<file path="config.mk">
export PLATFORM = sky130hd
export DESIGN_NAME = spi_slave_sync
export DESIGN_NICKNAME = d
export VERILOG_FILES = /design/src/rtl/spi_slave_sync.sv
export SDC_FILE = /design/constraint.sdc
export NUM_CORES = 1
export LEC_CHECK = 0
export CORE_ASPECT_RATIO = 0.75
export CORE_MARGIN = 1
export CORE_UTILIZATION = 35
export CTS_CLUSTER_SIZE = 16
export DETAILED_ROUTE_END_ITERATION = 8
export GPL_ROUTABILITY_DRIVEN = 1
export PLACE_DENSITY_LB_ADDON = 0.08
export SLEW_MARGIN = 25
export SYNTH_ARGS = -nofsm -noshare
export SYNTH_HDL_FRONTEND = slang
export SYNTH_SLANG_ARGS = --single-unit
</file>
<file path="constraint.sdc">
create_clock -name clk -period 2.6 [get_ports clk]
set_input_delay 0.78 -clock clk [delete_from_list [all_inputs] [get_ports clk]]
set_output_delay 0.78 -clock clk [all_outputs]
set_load 0.05 [all_outputs]
</file>
<file path="src/rtl/spi_slave_sync.sv">
// SPI slave oversampled in the clk domain; all four SPI modes, one-entry TX holding buffer,
// RX word output with a single-cycle valid strobe.
module spi_slave_sync #(
    parameter int unsigned DATA_WIDTH  = 32,
    parameter int unsigned CPOL        = 0,
    parameter int unsigned CPHA        = 0,
    parameter int unsigned MSB_FIRST   = 1,
    parameter int unsigned SYNC_STAGES = 2
) (
    input  logic                  clk,
    input  logic                  rst,
    input  logic                  cs,
    input  logic                  sclk,
    input  logic                  mosi,
    output logic                  miso,
    output logic                  miso_oe,
    input  logic [DATA_WIDTH-1:0] tx_data,
    input  logic                  tx_valid,
    output logic                  tx_ready,
    output logic [DATA_WIDTH-1:0] rx_data,
    output logic                  rx_valid,
    output logic                  tx_underrun,
    output logic                  busy
);
    localparam int unsigned    CNT_W    = $clog2(DATA_WIDTH);
    localparam logic           IDLE_LVL = 1'(CPOL);
    localparam logic [CNT_W-1:0] LAST_BIT = CNT_W'(DATA_WIDTH - 1);

    typedef enum logic {S_IDLE, S_ACTIVE} state_t;
    state_t state, state_nxt;

    logic [SYNC_STAGES-1:0] sclk_q, cs_q, mosi_q;
    logic                   sclk_s, cs_s, mosi_s, sclk_d;
    logic                   lead_c, trail_c, sample_edge_c, shift_edge_c;
    logic                   load_c, sample_c, shift_c, word_done_c, abort_c, accept_c;
    logic [CNT_W-1:0]       bit_cnt;
    logic [DATA_WIDTH-1:0]  rx_shreg, tx_shreg, hold_q, load_word_c, rx_word_c;
    logic                   hold_full;

    function automatic logic first_bit(input logic [DATA_WIDTH-1:0] w);
        return (MSB_FIRST != 0) ? w[DATA_WIDTH-1] : w[0];
    endfunction

    function automatic logic [DATA_WIDTH-1:0] shift_out(input logic [DATA_WIDTH-1:0] w);
        return (MSB_FIRST != 0) ? {w[DATA_WIDTH-2:0], 1'b0} : {1'b0, w[DATA_WIDTH-1:1]};
    endfunction

    // Input synchronisers plus one extra sclk tap for edge detection
    always_ff @(posedge clk or negedge rst) begin
        if (!rst) begin
            sclk_q <= {SYNC_STAGES{IDLE_LVL}};
            cs_q   <= '1;
            mosi_q <= '0;
            sclk_d <= IDLE_LVL;
        end else begin
            sclk_q <= {sclk_q[SYNC_STAGES-2:0], sclk};
            cs_q   <= {cs_q[SYNC_STAGES-2:0], cs};
            mosi_q <= {mosi_q[SYNC_STAGES-2:0], mosi};
            sclk_d <= sclk_s;
        end
    end

    assign sclk_s        = sclk_q[SYNC_STAGES-1];
    assign cs_s          = cs_q[SYNC_STAGES-1];
    assign mosi_s        = mosi_q[SYNC_STAGES-1];
    assign lead_c        = (sclk_d == IDLE_LVL) && (sclk_s != IDLE_LVL);
    assign trail_c       = (sclk_d != IDLE_LVL) && (sclk_s == IDLE_LVL);
    assign sample_edge_c = (CPHA == 0) ? lead_c : trail_c;
    assign shift_edge_c  = (CPHA == 0) ? trail_c : lead_c;

    always_ff @(posedge clk or negedge rst) begin
        if (!rst) state <= S_IDLE;
        else      state <= state_nxt;
    end

    always_comb begin
        state_nxt = state;
        case (state)
            S_IDLE:   if (!cs_s) state_nxt = S_ACTIVE;
            S_ACTIVE: if (cs_s)  state_nxt = S_IDLE;
            default:  state_nxt = S_IDLE;
        endcase
    end

    // CPHA=0 skips the trailing edge that follows a word boundary: the new first bit is already out
    always_comb begin
        load_c      = 1'b0;
        sample_c    = 1'b0;
        shift_c     = 1'b0;
        word_done_c = 1'b0;
        abort_c     = 1'b0;
        case (state)
            S_IDLE: load_c = !cs_s;
            S_ACTIVE: begin
                if (cs_s) begin
                    abort_c = 1'b1;
                end else begin
                    sample_c    = sample_edge_c;
                    word_done_c = sample_edge_c && (bit_cnt == LAST_BIT);
                    load_c      = word_done_c;
                    shift_c     = shift_edge_c && ((CPHA != 0) || (bit_cnt != '0));
                end
            end
            default: ;
        endcase
    end

    assign accept_c    = tx_valid && !hold_full;
    assign load_word_c = hold_full ? hold_q : '0;
    assign rx_word_c   = (MSB_FIRST != 0) ? {rx_shreg[DATA_WIDTH-2:0], mosi_s}
                                          : {mosi_s, rx_shreg[DATA_WIDTH-1:1]};
    assign tx_ready    = !hold_full;
    assign busy        = (state == S_ACTIVE);
    assign miso_oe     = (state == S_ACTIVE);

    always_ff @(posedge clk or negedge rst) begin
        if (!rst) begin
            hold_q    <= '0;
            hold_full <= 1'b0;
        end else if (accept_c) begin
            hold_q    <= tx_data;
            hold_full <= 1'b1;
        end else if (load_c) begin
            hold_full <= 1'b0;
        end
    end

    always_ff @(posedge clk or negedge rst) begin
        if (!rst) begin
            bit_cnt     <= '0;
            rx_shreg    <= '0;
            tx_shreg    <= '0;
            rx_data     <= '0;
            rx_valid    <= 1'b0;
            tx_underrun <= 1'b0;
            miso        <= 1'b0;
        end else begin
            rx_valid    <= 1'b0;
            tx_underrun <= 1'b0;
            if (abort_c) begin
                bit_cnt  <= '0;
                rx_shreg <= '0;
                tx_shreg <= '0;
                miso     <= 1'b0;
            end else begin
                if (sample_c) begin
                    if (word_done_c) begin
                        rx_data  <= rx_word_c;
                        rx_valid <= 1'b1;
                        bit_cnt  <= '0;
                        rx_shreg <= '0;
                    end else begin
                        rx_shreg <= rx_word_c;
                        bit_cnt  <= bit_cnt + CNT_W'(1);
                    end
                end
                if (load_c) begin
                    tx_underrun <= !hold_full;
                    if (CPHA == 0) begin
                        miso     <= first_bit(load_word_c);
                        tx_shreg <= shift_out(load_word_c);
                    end else begin
                        tx_shreg <= load_word_c;
                    end
                end else if (shift_c) begin
                    miso     <= first_bit(tx_shreg);
                    tx_shreg <= shift_out(tx_shreg);
                end
            end
        end
    end
endmodule

</file>
* Word level (Yosys, flattened, before mapping)
Cells that the tools add are included.
Storage, ports and cells: bits in registers 144, bits of input ports 38, output and inout bits 38, word-level logic and storage cells 62
Cells by class: add/sub/neg operators 1, equal/unequal tests 1, multiplexer cells 30, bitwise logic cells 4, reduce and logical (&&, ||, !) cells 12
Operator list (count):
- two-way mux 32 bit | 4
- two-way mux 31 bit | 3
- two-way mux 1 bit | 19
- two-way mux 5 bit | 3
- adder 5 x 1 -> 5 bit, second input constant | 1
- == test 5 bit, second input constant | 1
- logical AND 1 bit | 5
- nonzero test 5 bit | 1
- NOT 1 bit | 4
- nonzero test 2 bit | 2
- AND reduction 3 bit | 1
- nonzero test 3 bit | 1
- zero test 1 bit | 2
- one-hot mux 1 bit (2 select lines) | 1

* Depth between registers and ports, before layout
Gate-level depths: netlist (run 1).
depth after elaboration 8, depth in mapped cells 8, gate-level depth less buffers 7

* Least setup slack after synthesis (run 1)
Ideal clock, no wire load.
kind register to register, start register bit_cnt[0], end register rx_data[22], setup time 0.125 ns, arrival 1.812 ns, required time 2.475 ns, slack 0.664 ns, cell stages (with the launch flop) 8, buffers on the path 1, path through dfrtp_1 ha_1 and3_1 ha_1 nand3b_4 nor2_4 buf_6 mux2_2
Between the ends: word-level cells in the longest chain between the ends 5
RTL lines:
- start: declaration | RTL line 36 | logic [CNT_W-1:0] bit_cnt;
- start signal: assignment | RTL line 154 | bit_cnt <= bit_cnt + CNT_W'(1);
- == test 5 bit | RTL line 99 | word_done_c = sample_edge_c && (bit_cnt == LAST_BIT);
- logical AND 1 bit | RTL line 99
- two-way mux 1 bit | RTL line 95 | if (cs_s) begin
- two-way mux 1 bit | RTL line 92 | case (state)
- AND reduction 3 bit (no source line)
- end signal: assignment | RTL line 148 | rx_data <= rx_word_c;
- end: declaration | RTL line 20 | output logic [DATA_WIDTH-1:0] rx_data,
Every way passes these cells. A chain may end at the register's enable or synchronous reset.

* Worst setup path after layout (run 1)
start register miso, end output port miso
RTL lines:
- start: declaration | RTL line 15 | output logic miso,
- start signal: assignment | RTL line 160 | miso <= first_bit(load_word_c);
- start signal: assignment | RTL line 166 | miso <= first_bit(tx_shreg);
No word-level cell between the ends.

==> flow_summary.rst, run 1 <==
.. list-table::
   :header-rows: 1

   * - Metric
     - Value
   * - Number of search-and-repair iterations in the first detailed-routing pass
     - 8
   * - Final weighted congestion in routability-driven placement
     - 0.696
   * - Worst Max-Slew Pin Slew
     - roughly 0.70 ns
   * - Via count of the first global-routing pass
     - 3956
   * - Fraction of registers with async set or reset after synthesis
     - 1.00
   * - Complex-gate fraction of the synthesized area
     - 0.204
   * - Overall routing resource usage
     - 0.158
   * - # hold bufs at CTS
     - 0
   * - Critical Path, Cell by Cell
     - clkdlybuf4s50_1
   * - Wire length of the first global-routing pass
     - roughly 22 mm
   * - Critical path's slowest cell
     - sky130_fd_sc_hd__clkdlybuf4s50_1
   * - Largest family of logic cells by synthesized area
     - compound AO/OA/AOI/OAI gates
   * - Maximum number of pins on one net before global-route repair
     - 56
   * - Post-layout nets
     - 523
   * - CTS Buf Count
     - 17
   * - Clock tree skew after final layout
     - between 0.01 and 0.015 ns
   * - Cell count after synthesis
     - 411
   * - Final Setup Violations
     - 0
   * - Area inside the core boundary
     - 16800 um^2
   * - Mapped Area
     - 6010 um^2
   * - Sequential cell area fraction in the yosys report
     - 0.596
   * - Net switching fraction of the power
     - 0.274
   * - Final Critical Period
     - about 2.4 ns
   * - Number of H-tree branching levels
     - 4
   * - Cell-internal power
     - approximately 4.3 mW
   * - Number of antenna violations at the first check in global routing
     - 0
   * - Kind of cell adding the most delay to the critical path
     - buffers and inverters
   * - Detailed placer's ending HPWL
     - 7.51 mm
   * - Slew Limit Headroom
     - 0.532
   * - I/O pin count
     - 76
   * - Input/output buffers
     - 75
   * - Maximum capacitance violations
     - 0
   * - Type of destination of the critical path
     - output port
   * - Post-route core utilization
     - 0.450
   * - Number of DRC violations after detailed-routing iteration 0
     - approximately 460
   * - Final-report max-slew violation count
     - 0
   * - Share of layout cells above drive strength 1
     - 0.244
   * - Clock tree from TritonCTS
     - yes
   * - Result of the run
     - complete, no violations
   * - Crit path max fanout
     - 2
   * - GRT overflow
     - 0
   * - Adder and majority gate portion of the synthesized area
     - 0.00624
   * - Die extent in y
     - 116 um
   * - Drt via density
     - between 5 and 6
   * - Synthesized net count
     - 452
   * - Net switching power of the design
     - 1.64 mW
   * - Floorplan die width
     - 153 um
   * - Multiplexer area fraction after synthesis
     - 0.120
   * - Leakage dissipation
     - 3.31 nW
   * - Final routed DRC violation total
     - 0
   * - Data required time of the worst path
     - 1.82 ns
   * - Seq cells post-synth
     - 143
   * - Final hold violation count
     - 0
   * - Syn. warnings
     - 0
   * - Source-to-sink clock delay at the later pin of the worst-skew pair
     - roughly 0.42 ns
   * - Count of antenna diodes in the layout
     - 0
   * - Part of the total power dissipated in the clock network
     - 0.416
   * - Area delta synth->final
     - 26.1%
   * - TritonCTS sink count
     - roughly 140
   * - Total via count in the routed design
     - a little under 4k
   * - Final routed wire length divided by cell count
     - 18.2 um
   * - Final Cycle Share
     - 0.916
   * - Initial core utilization
     - 0.357
   * - Most used standard cell by instance count after synthesis
     - sky130_fd_sc_hd__dfrtp_1
   * - Fraction of synthesized cell area in xor and xnor cells
     - 0.00146
   * - Site row count
     - 41
   * - VDD IR-drop max
     - 0.419 mV
   * - Post-synthesis cell type with the largest combined area
     - sky130_fd_sc_hd__dfrtp_1
   * - Clock root cell
     - sky130_fd_sc_hd__clkbuf_16
   * - Final wirelength
     - about 13 mm
   * - Type of the setup path with the least slack
     - flip-flop to output port
   * - Maximum clock rate
     - 420 MHz
   * - Launching element type of the critical path
     - flip-flop
   * - Basic-gate share of the synthesized area counting and, or, nand and nor cells
     - 0.0291
   * - Top cells by area, synth
     - sky130_fd_sc_hd__dfrtp_1 (59%), sky130_fd_sc_hd__mux2_2 (10%), sky130_fd_sc_hd__a22o_1 (9.3%)
   * - Setup repair after global routing missed its margin
     - false
   * - Critical path data arrival time
     - 1.60 ns
   * - Final total negative setup slack
     - 0 ns
   * - Yosys cell types
     - 38
   * - Longest individual stage delay on the worst path
     - between 0.8 and 0.9 ns
   * - Main synth FF type
     - sky130_fd_sc_hd__dfrtp_1
   * - Placed insts
     - 678
   * - Maximum root-to-sink buffer count
     - 2
   * - Worst hold-check path type
     - input pin to asynchronous set/reset pin
   * - CP bufs+invs
     - 1
   * - Comb power frac
     - 0.129
   * - Clock slew seen by the registers of the worst setup and hold paths
     - 0.07 ns
   * - Share of power burned in registers
     - 0.455
   * - Die area
     - between 15000 and 20000 um^2
   * - Mean area per synthesized cell
     - 14.6 um^2
   * - Number of synthesized flops with an enable pin
     - 0
   * - DRT antenna net count
     - 0
   * - Ratio of total power to cell area
     - around 800 nW/um^2
   * - Top cells by instance count after synthesis
     - sky130_fd_sc_hd__dfrtp_1 (141), sky130_fd_sc_hd__a22o_1 (64), sky130_fd_sc_hd__mux2_2 (56)
   * - Finished Layout Cells
     - 710
   * - Share of the synthesized area in the top cell type
     - 0.587
area by class of cell:
type,count,area (um^2)
inverter,5,18.8
sequential,143,3580
multi-input combinational,226,2170
clock buffer,17,425
fill,1500,9250
clock inverter,15,174
tap,215,269
timing repair buffer,89,938
metrics by stage:
step / setup slack (ns) / area (um^2) / power [mW] / hold slack [ns]
after floorplan: 0.664 / 6010 / 3.23 / 0.331
after global placement: 0.429 / 6980 / 3.51 / 0.336
after detailed placement: 0.373 / 6980 / 3.54 / 0.336
after CTS: 0.191 / 7580 / 6.06 / 0.273
after global routing: 0.152 / 7580 / 6.26 / 0.288
final: 0.219 / 7580 / 5.98 / 0.272
cells by family after synthesis:
family | count (synthesis)
DFF | 143
xor gates and xnor gates | 1
adders and majority gates | 3
buffers and inverters | 42
and+or+nand+nor | 21
AOI/OAI and AO/OA | 137
muxes | 64
power by group through the flow:
| stage | Clock, mW | Combinational (mW) | Sequential (mW) |
|---|---|---|---|
| floorplan | 0 | 0.548 | 2.68 |
| global placement | 0 | 0.761 | 2.75 |
| detailed placement | 0 | 0.783 | 2.76 |
| CTS | 2.56 | 0.784 | 2.72 |
| global route | 2.65 | 0.855 | 2.76 |
| finish | 2.49 | 0.771 | 2.72 |
final timing paths:
check	from	depth (start not counted)	slack, ns	endpoint
hold / removal	rst	1	0.27	rx_data[24]
setup reg to reg	bit_cnt[0]	8	0.46	tx_shreg[13]
min in group clk	mosi_q[0]	0	0.35	mosi_q[1]
setup / recovery	miso	1	0.22	miso
hold reg to reg	mosi_q[0]	0	0.35	mosi_q[1]
max in group asynchronous	rst	2	1.69	tx_shreg[19]
cell usage in the layout, fill, tap and decap left out, types with 2 or more instances in the layout:
cell and instances:
sky130_fd_sc_hd__clkbuf_16 17, sky130_fd_sc_hd__a222oi_1 31, sky130_fd_sc_hd__clkdlybuf4s50_1 71, sky130_fd_sc_hd__inv_1 4, sky130_fd_sc_hd__inv_6 6, sky130_fd_sc_hd__mux2_1 8, sky130_fd_sc_hd__buf_12 7, sky130_fd_sc_hd__nand3_1 2
sky130_fd_sc_hd__a22o_1 64, sky130_fd_sc_hd__buf_4 9, sky130_fd_sc_hd__dfstp_2 2, sky130_fd_sc_hd__dfrtp_1 141, sky130_fd_sc_hd__bufinv_16 2, sky130_fd_sc_hd__mux2_2 56, sky130_fd_sc_hd__o21ai_0 3, sky130_fd_sc_hd__nand2_1 2
sky130_fd_sc_hd__nor2_1 3, sky130_fd_sc_hd__o2bb2ai_1 31, sky130_fd_sc_hd__a21oi_2 3, sky130_fd_sc_hd__ha_1 3, sky130_fd_sc_hd__clkinvlp_4 4, sky130_fd_sc_hd__inv_8 2
timing repair:
action | 4_1_cts | 5_1_grt
gates resized for setup | 1 | 0
setup endpoints to repair | 1 | 0
buffers inserted | 0 | 0
flip-flops by register name, indices dropped and copies added, names as in the netlist, 2 cells and up:
name,count
rx_data,32
cs_q,2
mosi_q,2
bit_cnt,5
rx_shreg,31
tx_shreg,31
hold_q,32
sclk_q,2
layer usage:
layer,wire length [um],up-vias,GRT usage
met4,130,0,0.0593
met5,0,-,0
met3,629,9,0.0419
met2,5550,104,0.230
met1,6600,2013,0.226
li1,-,1786,-
No activity file was read; power rests on OpenSTA's default activity.
==> run 2: changes to the inputs <==
Clock period 2.6 ns to 3.1 ns, I/O delays scaled along.
==> flow_summary.rst, run 2 (same netlist as run 1, synthesis figures left out) <==
.. list-table::
   :header-rows: 1

   * - Metric
     - Value
   * - Worst hold-check path type
     - flip-flop to flip-flop (was input pin to asynchronous set/reset pin)
   * - Maximum capacitance violations
     - 0 (unchanged)
   * - Worst Reg-to-Reg Cells
     - 8 (unchanged)
   * - Critical path data arrival time
     - 1.94 ns (was 1.60 ns)
   * - Area inside the core boundary
     - 16800 um^2 (unchanged)
   * - Source-to-sink clock delay at the later pin of the worst-skew pair
     - 0.42 ns (about the same)
   * - Via count of the first global-routing pass
     - 3856 (was 3956)
   * - Final Setup Violations
     - 0 (unchanged)
   * - VDD IR-drop max
     - 0.306 mV (was 0.419 mV)
   * - Final hold violation count
     - 0 (unchanged)
   * - Die area
     - 17700 um^2 (unchanged)
   * - TritonCTS sink count
     - 143 (unchanged)
   * - DRT antenna net count
     - 0 (unchanged)
   * - Finished Layout Cells
     - 708 (was 710)
   * - Data required time of the worst path
     - 2.17 ns (was 1.82 ns)
   * - Final-report max-slew violation count
     - 0 (unchanged)
   * - # hold bufs at CTS
     - 0 (unchanged)
   * - Crit path max fanout
     - 5 (was 2)
   * - Maximum clock rate
     - 349 MHz
   * - GRT overflow
     - 0 (unchanged)
   * - Final routed wire length divided by cell count
     - 18.3 um (was 18.2 um)
   * - Area delta synth->final
     - 25.0% (was 26.1%)
   * - Launching element type of the critical path
     - flip-flop (unchanged)
   * - Regs by FF count
     - hold_q x32, rx_data x32 (unchanged)
   * - Maximum root-to-sink buffer count
     - 2 (unchanged)
   * - Final total negative setup slack
     - 0 ns (unchanged)
   * - Final Critical Period
     - 2.87 ns
   * - Final routed DRC violation total
     - 0 (unchanged)
   * - I/O pin count
     - 76 (unchanged)
   * - Die extent in y
     - 116 um (unchanged)
   * - Input/output buffers
     - 75 (unchanged)
   * - Maximum number of pins on one net before global-route repair
     - 144 (was 56)
   * - Worst Max-Slew Pin Slew
     - 0.992 ns (was 0.703 ns)
   * - Slew Limit Headroom
     - 0.335 (was 0.532)
   * - CTS Buf Count
     - 17 (unchanged)
   * - Overall routing resource usage
     - 0.156 (was 0.158)
   * - Leakage dissipation
     - 3.29 nW (was 3.31 nW)
   * - Wire length of the first global-routing pass
     - 21.2 mm (was 21.7 mm)
   * - Final Cycle Share
     - 0.924
   * - Number of search-and-repair iterations in the first detailed-routing pass
     - 8 (unchanged)
   * - Ratio of total power to cell area
     - 673 nW/um^2 (was 789 nW/um^2)
   * - Final wirelength
     - 13.0 mm (was 12.9 mm)
   * - Number of antenna violations at the first check in global routing
     - 0 (unchanged)
   * - Number of DRC violations after detailed-routing iteration 0
     - 494 (was 457)
   * - Clock tree skew after final layout
     - 0.00810 ns (was 0.0116 ns)
   * - Min-delay src
     - mosi_q[0]
   * - Endpoint of the worst-slack reg-to-reg timing path
     - tx_shreg[16] (was tx_shreg[13])
   * - Post-route core utilization
     - 0.447 (was 0.450)
   * - Initial core utilization
     - 0.357 (unchanged)
   * - Total via count in the routed design
     - 3909 (was 3912)
   * - Drt via density
     - 5.52 (was 5.51)
   * - Post-layout nets
     - 521 (was 523)
   * - Clock slew seen by the registers of the worst setup and hold paths
     - 0.06 ns (was 0.07 ns)
   * - Type of the setup path with the least slack
     - flip-flop to output port (unchanged)
   * - Setup bufs post-CTS
     - 0 (unchanged)
   * - Number of H-tree branching levels
     - 4 (unchanged)
   * - Type of destination of the critical path
     - output port (unchanged)
   * - Post_cts resized
     - 0 (was 1)
   * - Final weighted congestion in routability-driven placement
     - 0.708 (was 0.696)
   * - Total Power
     - 5.06 mW (was 5.98 mW)
   * - Slack of the worst reg-to-reg path
     - 0.72 ns (was 0.46 ns)
   * - Clock root cell
     - sky130_fd_sc_hd__clkbuf_16 (unchanged)
   * - Setup repair after global routing missed its margin
     - false (unchanged)
   * - Result of the run
     - complete, no violations (unchanged)
   * - Placed insts
     - 676 (was 678)
   * - Most frequent standard cell in the layout excluding fill and tap cells
     - sky130_fd_sc_hd__dfrtp_1 (unchanged)
   * - Share of layout cells above drive strength 1
     - 0.239 (was 0.244)
   * - Clock tree from TritonCTS
     - yes (unchanged)
   * - Hold-critical path depth
     - 0
   * - Commonest cells after routing, fill and taps aside
     - sky130_fd_sc_hd__dfrtp_1 (141), sky130_fd_sc_hd__clkdlybuf4s50_1 (74), sky130_fd_sc_hd__a22o_1 (64) (was sky130_fd_sc_hd__dfrtp_1 (141), sky130_fd_sc_hd__clkdlybuf4s50_1 (71), sky130_fd_sc_hd__a22o_1 (64))
   * - Detailed placer's ending HPWL
     - 7.28 mm (was 7.51 mm)
   * - Count of antenna diodes in the layout
     - 0 (unchanged)
   * - Source of the worst register-to-register timing path
     - bit_cnt[1] (was bit_cnt[0])
   * - Floorplan die width
     - 153 um (unchanged)
   * - Hold Path End
     - mosi_q[1]
   * - Site row count
     - 41 (unchanged)
run 2: cell count changes in the layout (fill, tap and decap cells not counted), sizes merged:
cell / previous run / this run
inv: 13 / 5
clkinv: 1 / 8
buf: 17 / 13
clkdlybuf4s50: 71 / 74
bufinv: 2 / 4
clkinvlp: 4 / 3
dlygate4sd2: 1 / 0
run 2: how the worst max path moves through the flow:
stage	cells past startpoint	startpoint	slack, ns	endpoint
finish	2	hold_full	0.23	tx_ready
floorplan	7	bit_cnt[0]	1.16	rx_data[22]
global placement	2	hold_full	0.70	tx_ready
CTS	2	hold_full	0.22	tx_ready
detailed placement	2	hold_full	0.68	tx_ready
global route	2	hold_full	0.18	tx_ready
run 2: cell type report:
cell class | count | area, um^2
Fill cell | 1522 | 9310
Sequential cell | 143 | 3580
Multi-Input combinational cell | 226 | 2170
Timing Repair Buffer | 87 | 855
Clock buffer | 17 | 425
Tap cell | 215 | 269
Clock inverter | 15 | 194
Inverter | 5 | 18.8
run 2: metrics by stage:
| step | worst slack (ns) | hold slack (ns) | instance area, um^2 |
|---|---|---|---|
| global route | 0.183 | 0.359 | 7520 |
| CTS | 0.216 | 0.349 | 7510 |
| detailed placement | 0.678 | 0.336 | 6900 |
| finish | 0.235 | 0.347 | 7520 |
| global placement | 0.703 | 0.336 | 6900 |
| floorplan | 1.16 | 0.331 | 6010 |
run 2: worst max-delay path: stages, from the launching register on:
cell	delay, ns
sky130_fd_sc_hd__dfrtp_1	0.44
sky130_fd_sc_hd__inv_1	0.22
sky130_fd_sc_hd__clkdlybuf4s50_1	0.85
run 2: per-layer routing:
metal | wire length [um] | up-vias | GRT usage
met5 | 0 | - | 0
met4 | 238 | 0 | 0.0807
met3 | 725 | 17 | 0.0378
met2 | 5540 | 124 | 0.217
met1 | 6450 | 1994 | 0.226
li1 | - | 1774 | -
run 2: power breakdown:
group	internal (mW)	leakage, nW	switching [mW]	total (mW)
Clock	1.34	0.299	0.802	2.14
Combinational	0.338	1.10	0.296	0.633
Sequential	2.08	1.89	0.196	2.28
Total	3.76	3.29	1.29	5.06
==> run 3: changes to the inputs <==
Settings changed: PLACE_DENSITY set to 0.61, PLACE_DENSITY_LB_ADDON 0.08 to not set.
==> flow_summary.rst, run 3 (same netlist as run 1, synthesis figures left out) <==
.. list-table::
   :header-rows: 1

   * - Metric
     - Value
   * - Maximum number of pins on one net before global-route repair
     - 72 (was 144)
   * - Slew Limit Headroom
     - 0.382 (was 0.335)
   * - Critical path's slowest cell
     - sky130_fd_sc_hd__clkdlybuf4s50_1 (unchanged)
   * - Clock tree from TritonCTS
     - yes (unchanged)
   * - Post-route core utilization
     - 0.446 (was 0.447)
   * - Clock slew seen by the registers of the worst setup and hold paths
     - 0.06 ns (about the same)
   * - Commonest cells after routing, fill and taps aside
     - sky130_fd_sc_hd__dfrtp_1 (141), sky130_fd_sc_hd__clkdlybuf4s50_1 (74), sky130_fd_sc_hd__a22o_1 (64) (unchanged)
   * - Worst hold-check path type
     - flip-flop to flip-flop (unchanged)
   * - Met2 global-route usage
     - 0.240 (was 0.217)
   * - Final-report max-slew violation count
     - 0 (unchanged)
   * - Met1 GRT Util
     - 0.210 (was 0.226)
   * - Floorplan die width
     - 153 um (unchanged)
   * - Data required time of the worst path
     - 2.17 ns (about the same)
   * - Critical path data arrival time
     - 1.91 ns (was 1.94 ns)
   * - Site row count
     - 41 (unchanged)
   * - Worst Max-Slew Pin Slew
     - 0.921 ns (was 0.992 ns)
   * - TritonCTS sink count
     - 143 (unchanged)
   * - VDD IR-drop max
     - 0.290 mV (was 0.306 mV)
   * - Type of the setup path with the least slack
     - flip-flop to output port (unchanged)
   * - Crit path max fanout
     - 10 (was 5)
   * - Regs by FF count
     - hold_q x32, rx_data x32 (unchanged)
   * - Launching element type of the critical path
     - flip-flop (unchanged)
   * - GRT overflow
     - 0 (unchanged)
   * - Leakage dissipation
     - 3.28 nW (was 3.29 nW)
   * - Type of destination of the critical path
     - output port (unchanged)
   * - Via count of the first global-routing pass
     - 4057 (was 3856)
   * - Result of the run
     - complete, no violations (unchanged)
   * - Final Critical Period
     - 2.84 ns (was 2.87 ns)
   * - Die area
     - 17700 um^2 (unchanged)
   * - Endpoint of the worst-slack reg-to-reg timing path
     - tx_shreg[17] (was tx_shreg[16])
   * - Maximum root-to-sink buffer count
     - 2 (unchanged)
   * - Initial core utilization
     - 0.357 (unchanged)
   * - Maximum clock rate
     - 352 MHz (was 349 MHz)
   * - Post-layout nets
     - 520 (was 521)
   * - Multi-input gate area
     - 2170 um^2 (unchanged)
   * - Input/output buffers
     - 75 (unchanged)
   * - Die extent in y
     - 116 um (unchanged)
   * - Wire length of the first global-routing pass
     - 21.5 mm (was 21.2 mm)
   * - Ratio of total power to cell area
     - 659 nW/um^2 (was 673 nW/um^2)
   * - Number of H-tree branching levels
     - 4 (unchanged)
   * - CP Launch Point
     - busy (was hold_full)
   * - Critical path depth in cells
     - 1 (was 2)
   * - CTS Buf Count
     - 17 (unchanged)
   * - I/O pin count
     - 76 (unchanged)
   * - Register area
     - 3580 um^2 (unchanged)
   * - Total Power
     - 4.94 mW (was 5.06 mW)
   * - Number of antenna violations at the first check in global routing
     - 0 (unchanged)
   * - Setup bufs post-CTS
     - 0 (unchanged)
   * - Count of antenna diodes in the layout
     - 0 (unchanged)
   * - Final routed DRC violation total
     - 0 (unchanged)
   * - Longest individual stage delay on the worst path
     - 0.89 ns (was 0.85 ns)
   * - Clock tree skew after final layout
     - 0.0120 ns (was 0.00810 ns)
   * - DRT antenna net count
     - 0 (unchanged)
   * - Setup repair after global routing missed its margin
     - false (unchanged)
   * - Slack of the worst reg-to-reg path
     - 0.56 ns (was 0.72 ns)
   * - Final total negative setup slack
     - 0 ns (unchanged)
   * - Maximum capacitance violations
     - 0 (unchanged)
   * - Final wirelength
     - 12.6 mm (was 13.0 mm)
   * - Post_cts resized
     - 0 (unchanged)
   * - Overall routing resource usage
     - 0.155 (was 0.156)
   * - Final Setup Violations
     - 0 (unchanged)
   * - Clock root cell
     - sky130_fd_sc_hd__clkbuf_16 (unchanged)
   * - Area inside the core boundary
     - 16800 um^2 (unchanged)
   * - Crit path to
     - busy (was tx_ready)
   * - Detailed placer's ending HPWL
     - 7.73 mm (was 7.28 mm)
   * - # hold bufs at CTS
     - 0 (unchanged)
   * - Met3 Use GR
     - 0.0370 (was 0.0378)
   * - Number of search-and-repair iterations in the first detailed-routing pass
     - 8 (unchanged)
   * - Source-to-sink clock delay at the later pin of the worst-skew pair
     - 0.43 ns (was 0.42 ns)
   * - Final hold violation count
     - 0 (unchanged)
   * - Final Cycle Share
     - 0.916 (was 0.924)
   * - Final weighted congestion in routability-driven placement
     - 0.715 (was 0.708)
   * - Kind of cell adding the most delay to the critical path
     - buffers and inverters (unchanged)
   * - Drt via density
     - 5.50 (was 5.52)
   * - Worst Reg-to-Reg Cells
     - 8 (unchanged)
   * - Critical Path, Cell by Cell
     - clkdlybuf4s50_1 (was inv_1, clkdlybuf4s50_1)
   * - Placed insts
     - 675 (was 676)
   * - Busiest layer in global routing
     - met2 (was met1)
   * - Share of layout cells above drive strength 1
     - 0.238 (was 0.239)
   * - Number of filler cells placed in the layout
     - 1540 (was 1522)
   * - Total via count in the routed design
     - 3887 (was 3909)
   * - Source of the worst register-to-register timing path
     - bit_cnt[1] (unchanged)
   * - Final routed wire length divided by cell count
     - 17.9 um (was 18.3 um)
   * - Most frequent standard cell in the layout excluding fill and tap cells
     - sky130_fd_sc_hd__dfrtp_1 (unchanged)
   * - Finished Layout Cells
     - 707 (was 708)
   * - Number of DRC violations after detailed-routing iteration 0
     - 486 (was 494)
   * - CP bufs+invs
     - 1 (was 2)
   * - Area delta synth->final
     - 24.8% (was 25.0%)
[run 3: cell types whose count changed in the layout (fill, tap and decap cells not counted), sizes merged]
| cell | delta |
|---|---|
| bufinv | -3 |
| buf | -1 |
| inv | +6 |
| clkinv | -2 |
| clkinvlp | -1 |
[run 3: cell type report]
type	instances	area share
clock buffers	17	0.0567
clock inverters	15	0.0230
inverters	5	0.00250
multi-input cells	226	0.290
flip-flops and latches	143	0.477
well taps	215	0.0359
repair buffers	86	0.115
[run 3: how the worst min path moves through the flow]
stage	startpoint	cells past startpoint	slack (ns)	end
after floorplan	mosi_q[0]	0	0.33	mosi_q[1]
after global placement	mosi_q[0]	0	0.34	mosi_q[1]
after detailed placement	sclk_q[0]	0	0.34	sclk_q[1]
after CTS	sclk_q[0]	0	0.35	sclk_q[1]
after global routing	sclk_q[0]	0	0.36	sclk_q[1]
final	sclk_q[0]	0	0.35	sclk_q[1]
[run 3: worst reg2reg max path, delay by kind of cell (launching register included)]
family / cells / cell delay [ns]
compound gates: 2 / 0.32
flops: 1 / 0.40
fa+ha+maj: 2 / 0.51
simple gates: 3 / 0.97
buf+inv: 1 / 0.26
[run 3: routing by layer]
layer / routed length [um] / up-vias / part of all wire
li1: - / 1768 / -
met1: 5920 / 2001 / 0.47
met2: 6010 / 103 / 0.48
met3: 522 / 15 / 0.041
met4: 189 / 0 / 0.015
met5: 0 / - / 0
[run 3: power by group]
part / internal, mW / total, mW / switching (mW)
registers: 2.08 / 2.27 / 0.188
logic: 0.338 / 0.634 / 0.296
clock network: 1.15 / 2.04 / 0.892
[run 3: metrics by stage]
step | hold slack (ns) | instance area [um^2] | worst slack (ns)
finish | 0.350 | 7500 | 0.261
global route | 0.355 | 7500 | 0.191
CTS | 0.351 | 7500 | 0.236
detailed placement | 0.336 | 6900 | 0.606
global placement | 0.336 | 6890 | 0.562
floorplan | 0.331 | 6010 | 1.16
